<file path="config.mk">
export PLATFORM = sky130hd
export DESIGN_NAME = dmem_arbiter
export DESIGN_NICKNAME = d
export VERILOG_FILES = /design/src/rtl/dmem_arb_pkg.sv /design/src/rtl/rr_arb2.sv /design/src/rtl/dmem_arbiter.sv
export SDC_FILE = /design/constraint.sdc
export NUM_CORES = 1
export LEC_CHECK = 0
export BUFFER_PORTS_ARGS = -buffer_cell sky130_fd_sc_hd__buf_4
export CAP_MARGIN = 20
export CORE_ASPECT_RATIO = 0.75
export CORE_MARGIN = 2
export CORE_UTILIZATION = 47
export CTS_CLUSTER_DIAMETER = 200
export DETAILED_ROUTE_END_ITERATION = 6
export PLACE_DENSITY = 0.81
export SYNTH_ARGS = -nofsm -noshare
export SYNTH_HDL_FRONTEND = slang
export SYNTH_SLANG_ARGS = --single-unit
</file>
<file path="constraint.sdc">
create_clock -name clk -period 1.7 [get_ports clk]
set_input_delay 0.085 -clock clk [delete_from_list [all_inputs] [get_ports clk]]
set_output_delay 0.085 -clock clk [all_outputs]
set_load 0.01 [all_outputs]
</file>
<file path="src/rtl/dmem_arb_pkg.sv">
// -----------------------------------------------------------------------------
// dmem_arb_pkg
//   Shared types and constants for the data-memory arbiter slice.
//   - state_t    : arbiter sequencer states (IDLE / ACCESS / RESP)
//   - ST_*       : the same encodings as plain logic constants, which is what the
//                  sequencer register uses
//   - req_t      : request payload at default widths
//   - rr_pick    : 2-way round-robin pick, one-hot result
//   Optional build macro: DMEM_ARB_FIXED_PRIO_EN (consumed by rr_arb2).
// -----------------------------------------------------------------------------
package dmem_arb_pkg;

  localparam int AW_DEF = 16;
  localparam int DW_DEF = 32;

  typedef enum logic [1:0] {
    IDLE   = 2'd0,
    ACCESS = 2'd1,
    RESP   = 2'd2
  } state_t;

  localparam logic [1:0] ST_IDLE   = 2'd0;
  localparam logic [1:0] ST_ACCESS = 2'd1;
  localparam logic [1:0] ST_RESP   = 2'd2;

  typedef struct packed {
    logic              we;
    logic [AW_DEF-1:0] addr;
    logic [DW_DEF-1:0] wdata;
  } req_t;

  // One-hot grant. With both requesters valid the one that was NOT granted
  // last time wins; a lone requester wins regardless of history.
  function automatic logic [1:0] rr_pick(input logic [1:0] valid,
                                         input logic       last_grant);
    logic [1:0] g;
    g = 2'b00;
    case (valid)
      2'b01:   g = 2'b01;
      2'b10:   g = 2'b10;
      2'b11:   g = last_grant ? 2'b01 : 2'b10;
      default: g = 2'b00;
    endcase
    return g;
  endfunction

endpackage

</file>
<file path="src/rtl/rr_arb2.sv">
// -----------------------------------------------------------------------------
// rr_arb2
//   Two-way grant generator for the data-memory arbiter.
//   Default build: round-robin on last_grant (reset value 1, so requester 0
//   wins the first contested grant). With DMEM_ARB_FIXED_PRIO_EN defined,
//   requester 0 always wins a contest and no history is kept.
//
//   Ports
//     clk   in   clock
//     rst   in   asynchronous active-low reset
//     en    in   arbitration window open (grant may be issued this cycle)
//     req   in   [1:0] request valids
//     gnt   out  [1:0] one-hot grant, only for a valid requester and only
//                when en is high; a grant is a handshake by construction
// -----------------------------------------------------------------------------
module rr_arb2
  import dmem_arb_pkg::*;
(
  input  logic       clk,
  input  logic       rst,
  input  logic       en,
  input  logic [1:0] req,
  output logic [1:0] gnt
);

`ifdef DMEM_ARB_FIXED_PRIO_EN

  // No state in fixed-priority mode; clock and reset are kept on the port
  // list so both builds share one instantiation.
  logic unused_clk_rst;
  assign unused_clk_rst = clk ^ rst;

  always_comb begin
    gnt = 2'b00;
    if (en) begin
      if (req[0])      gnt = 2'b01;
      else if (req[1]) gnt = 2'b10;
    end
  end

`else

  logic last_grant;

  always_comb begin
    gnt = 2'b00;
    if (en) gnt = rr_pick(req, last_grant);
  end

  // History only moves on an actual handshake (any grant is one).
  always_ff @(posedge clk or negedge rst) begin
    if (!rst) begin
      last_grant <= 1'b1;
    end else if (gnt != 2'b00) begin
      last_grant <= gnt[1];
    end
  end

`endif

endmodule

</file>
<file path="src/rtl/dmem_arbiter.sv">
// -----------------------------------------------------------------------------
// dmem_arbiter
//   Two-requester arbiter/sequencer for the single-port data memory.
//   Requester 0 = pipeline MEM stage, requester 1 = DMA/debug loader.
//   Each accepted request gets one ACCESS cycle on the memory bus followed by
//   one RESP cycle carrying a response pulse to its owner.
//   Optional build macro: DMEM_ARB_FIXED_PRIO_EN (fixed priority, req0 wins).
//
//   Handshake: a request transfers on a rising edge where reqN_valid and
//   reqN_ready are both high. Ready is combinational, only for the arbitration
//   winner, only in IDLE or RESP, and never while rst is low. A requester holds
//   valid and payload stable until it sees ready; payload is sampled only on
//   the handshake edge. rspN_valid is a one-cycle pulse with no back-pressure.
//
//   Ports
//     clk, rst                        clock, async active-low reset
//     reqN_valid/ready/we/addr/wdata  request channel of requester N
//     rspN_valid, rspN_rdata          response channel of requester N
//     mem_we, mem_addr, mem_wdata     memory command (write on the edge
//                                     ending ACCESS)
//     mem_rdata                       memory read data, combinational
//     dbg_state                       sequencer state (ST_* encoding)
// -----------------------------------------------------------------------------
module dmem_arbiter
  import dmem_arb_pkg::*;
#(
  parameter int AW = AW_DEF,
  parameter int DW = DW_DEF
) (
  input  logic          clk,
  input  logic          rst,

  input  logic          req0_valid,
  output logic          req0_ready,
  input  logic          req0_we,
  input  logic [AW-1:0] req0_addr,
  input  logic [DW-1:0] req0_wdata,
  output logic          rsp0_valid,
  output logic [DW-1:0] rsp0_rdata,

  input  logic          req1_valid,
  output logic          req1_ready,
  input  logic          req1_we,
  input  logic [AW-1:0] req1_addr,
  input  logic [DW-1:0] req1_wdata,
  output logic          rsp1_valid,
  output logic [DW-1:0] rsp1_rdata,

  output logic          mem_we,
  output logic [AW-1:0] mem_addr,
  output logic [DW-1:0] mem_wdata,
  input  logic [DW-1:0] mem_rdata,

  output logic [1:0]    dbg_state
);

  logic [1:0]    state_q;
  logic [1:0]    state_d;

  // Request register: payload and owner of the access in flight.
  logic          req_we_q;
  logic [AW-1:0] req_addr_q;
  logic [DW-1:0] req_wdata_q;
  logic          owner_q;

  logic [DW-1:0] rsp0_rdata_q;
  logic [DW-1:0] rsp1_rdata_q;

  logic          arb_en;
  logic [1:0]    gnt;
  logic          hs;

  logic          sel_we;
  logic [AW-1:0] sel_addr;
  logic [DW-1:0] sel_wdata;

  // ---------------------------------------------------------------------------
  // Arbitration. Open in IDLE and RESP only; closed while reset is asserted so
  // no ready can leak out of an async reset.
  // ---------------------------------------------------------------------------
  assign arb_en = rst && ((state_q == ST_IDLE) || (state_q == ST_RESP));

  rr_arb2 u_arb (
    .clk (clk),
    .rst (rst),
    .en  (arb_en),
    .req ({req1_valid, req0_valid}),
    .gnt (gnt)
  );

  assign req0_ready = gnt[0];
  assign req1_ready = gnt[1];
  assign hs         = gnt[0] | gnt[1];

  assign sel_we    = gnt[1] ? req1_we    : req0_we;
  assign sel_addr  = gnt[1] ? req1_addr  : req0_addr;
  assign sel_wdata = gnt[1] ? req1_wdata : req0_wdata;

  // ---------------------------------------------------------------------------
  // Sequencer
  // ---------------------------------------------------------------------------
  always_comb begin
    state_d = state_q;
    case (state_q)
      ST_IDLE:   if (hs) state_d = ST_ACCESS;
      ST_ACCESS: state_d = ST_RESP;
      ST_RESP:   state_d = hs ? ST_ACCESS : ST_IDLE;
      default:   state_d = ST_IDLE;
    endcase
  end

  always_ff @(posedge clk or negedge rst) begin
    if (!rst) begin
      state_q      <= ST_IDLE;
      req_we_q     <= 1'b0;
      req_addr_q   <= '0;
      req_wdata_q  <= '0;
      owner_q      <= 1'b0;
      rsp0_rdata_q <= '0;
      rsp1_rdata_q <= '0;
    end else begin
      state_q <= state_d;

      if (hs) begin
        req_we_q    <= sel_we;
        req_addr_q  <= sel_addr;
        req_wdata_q <= sel_wdata;
        owner_q     <= gnt[1];
      end

      // The edge ending ACCESS both commits a write in the memory and captures
      // read data; a write response reports zero.
      if (state_q == ST_ACCESS) begin
        if (owner_q) rsp1_rdata_q <= req_we_q ? '0 : mem_rdata;
        else         rsp0_rdata_q <= req_we_q ? '0 : mem_rdata;
      end
    end
  end

  // ---------------------------------------------------------------------------
  // Outputs. The request register only changes on a handshake, so the address
  // and write data naturally hold their last values outside ACCESS.
  // ---------------------------------------------------------------------------
  assign mem_we    = (state_q == ST_ACCESS) && req_we_q;
  assign mem_addr  = req_addr_q;
  assign mem_wdata = req_wdata_q;

  assign rsp0_valid = (state_q == ST_RESP) && !owner_q;
  assign rsp1_valid = (state_q == ST_RESP) &&  owner_q;
  assign rsp0_rdata = rsp0_rdata_q;
  assign rsp1_rdata = rsp1_rdata_q;

  assign dbg_state = state_q;

endmodule

</file>
==> results.ini <==
[run_status]
run_status = completed

[worst_hold_path]
min_path_cells = 3
hold_path.startpoint = req0_wdata[27]
hold_path_end = mem_wdata[27]
hold_path_class = in2reg

[floorplan]
rows = 33
ios = 253
core-area_um2 = 11100
die-height_um = 96.7
die_w_um = 128
initial_core_util_pct = 48.7
dieArea_um2 = 12400

[final_layout]
nets = 1032
instances_no_fill = 1052
final_common_cell = buf_4
drive_above_1_share_pct = 36.6
mostFrequentLayoutCells = buf_4 (272), dfrtp_1 (116), dlygate4sd3_1 (106)
syn_to_final_growth_pct = 70.6

[timing]
fmax_mhz = 619
setup_violations = 0
hold_slack_ps = 2.61
final_max_slew_viol_count = 0
fin_ws_ps = 85.0
tightest_slew_ps = 667
setup_tns_ps = 0
rsz0062_at_grt = no
fin_crit_sh_pct = 95.0
slew_headroom_pct = 55.5
fin_crit_ps = 1610
fin_skew_ps = 6.38
hold_viol = 0

[logic_synthesis]
synth_seq_cells = 117
syn_area_per_cell_um2 = 9.80
synthesis.area_um2 = 5390
ys_warn_count = 0
yosysSeqAreaShare_pct = 54.3
yosysUniqueCellTypes = 22
syn_nets = 684
syn_inst = 550

[critical_path]
rrSetupSlack_ps = 150
r2r-start = dbg_state[0]
arrival_ps = 1530
endpoint_kind = output port
crit_type = reg2out
reg2reg_to = mem_addr[9]
path_max_fanout = 17
required_ps = 1620
start_kind = flip-flop
r2r.worst_path.cells = 4

[routing]
vias_per_cell = 5.81
drtIter0Drc = 604
vias = 6114
dr.pass1.iters = 7
ant_nets = 0
wl_per_cell_um = 19.5
drc = 0
wl_mm = 20.5

[cts]
cts_tree = yes
clk_pin_slew_ps = 50
numCtsBuffers = 17
cts_max_level = 4
cts_sinks = 117
clkLatencyLatePin_ps = 410
clockBufferDepth = 2
cts-root-buf = clkbuf_16

[power]
leakagePower_nw = 4.47
powerDensity_nw_per_um2 = 1350
p_total_mw = 12.4
max-vdd-ir-drop_uv = 886

[global_route]
grt_usage_pct = 33.3
antenna_found_initial = 1
grt_pass1_vias = 6238
grt_overflow = 0
grt_first_pass_wirelength_mm = 32.3
grt_max_degree = 65

[placed_design]
place_congestion = 0.794
dp_hpwl_mm = 11.9
numPortBuffers = 252
dp.cells = 906
post-place-ws_ps = 211

[run]
cap_violations = 0

## Yosys cell counts (all sizes together)
library cell | n | area share [%]
dfrtp | 116 | 54
a21oi | 1 | 0.093
nor2 | 2 | 0.14
nand2b | 33 | 3.8
clkbuf | 37 | 2.6
dfstp | 1 | 0.49
buf | 17 | 2.5
o21ai | 114 | 12
nor3b | 2 | 0.28
nand2 | 69 | 4.8
nor2b | 2 | 0.23
and2 | 1 | 0.12
or3b | 1 | 0.16
and3b | 1 | 0.16
nand3b | 2 | 0.28
o2111ai | 49 | 8.0
o211ai | 49 | 6.8
inv | 53 | 3.7
## cell type report
class                      instances  area, um2
multi-input combinational        326       2010
sequential                       117       2930
clock inverter                     8        168
timing repair buffer             383       3220
tap                              140        175
clock buffer                      24        502
antenna                            1       2.50
inverter                          53        199
fill                             604       1870
## what timing repair did
| action | in CTS | in global routing |
|---|---|---|
| hold endpoints to repair | 190 | 2 |
| hold buffers | 105 | 2 |
| gates cloned | 1 | 0 |
| setup endpoints to repair | 1 | 1 |
| gates resized for setup | 1 | 1 |
| buffers inserted | 0 | 5 |
| pin swaps | 0 | 1 |
## flip-flops by register name, indices dropped and copies added (netlist names)
register and count:
u_arb.last_grant 1, owner_q 1, mem_addr 16, rsp0_rdata 32
dbg_state 2, rsp1_rdata 32, mem_wdata 32, req_we_q 1
## where the power goes
group	switching [mW]	total [mW]	internal [mW]
Combinational	2.07	4.12	2.06
Clock	1.24	4.03	2.79
Sequential	0.578	4.28	3.70
Total	3.88	12.4	8.55
## stage by stage
stage | util [%] | area (um2)
3_3_place_gp | 66.6 | 7370
6_report | 83.1 | 9200
4_1_cts | 82.6 | 9140
2_1_floorplan | - | 5390
5_1_grt | 83.1 | 9200
3_5_place_dp | 66.6 | 7370
## kinds of logic (layout without fill, tap and decap cells)
| logic type | count (synthesis) | count (layout) | synth area share [%] |
|---|---|---|---|
| AO/OA/AOI/OAI | 213 | 213 | 26.9 |
| flip-flops | 117 | 117 | 54.3 |
| AND/OR/NAND/NOR | 113 | 113 | 10.0 |
| buffers and inverters | 107 | 468 | 8.80 |
| other | 0 | 1 | 0 |
## worst max path at each step
| stage | to | start | slack, ps |
|---|---|---|---|
| finish | req1_ready | u_arb.last_grant | 90 |
| CTS | req1_ready | dbg_state[0] | 5 |
| global route | req1_ready | u_arb.last_grant | 8 |
| floorplan | mem_addr[0] | u_arb.last_grant | 310 |
| global placement | rsp0_rdata[1] | dbg_state[1] | 260 |
| detailed placement | rsp0_rdata[0] | dbg_state[1] | 210 |
## worst max-delay path, stage by stage, from the launching register on
cell and delay (ps):
dfstp_2 560, nand2_1 100, nand2_4 100, buf_12 160
inv_1 60, buf_4 140
## routing by layer
metal,up-vias,track usage (%),wire length (um)
met1,2914,40.6,7710
met2,446,54.5,10000
met5,-,0,0
met3,92,8.02,1840
li1,2662,-,-
met4,0,17.8,983
(Power assumes the default switching activity.)
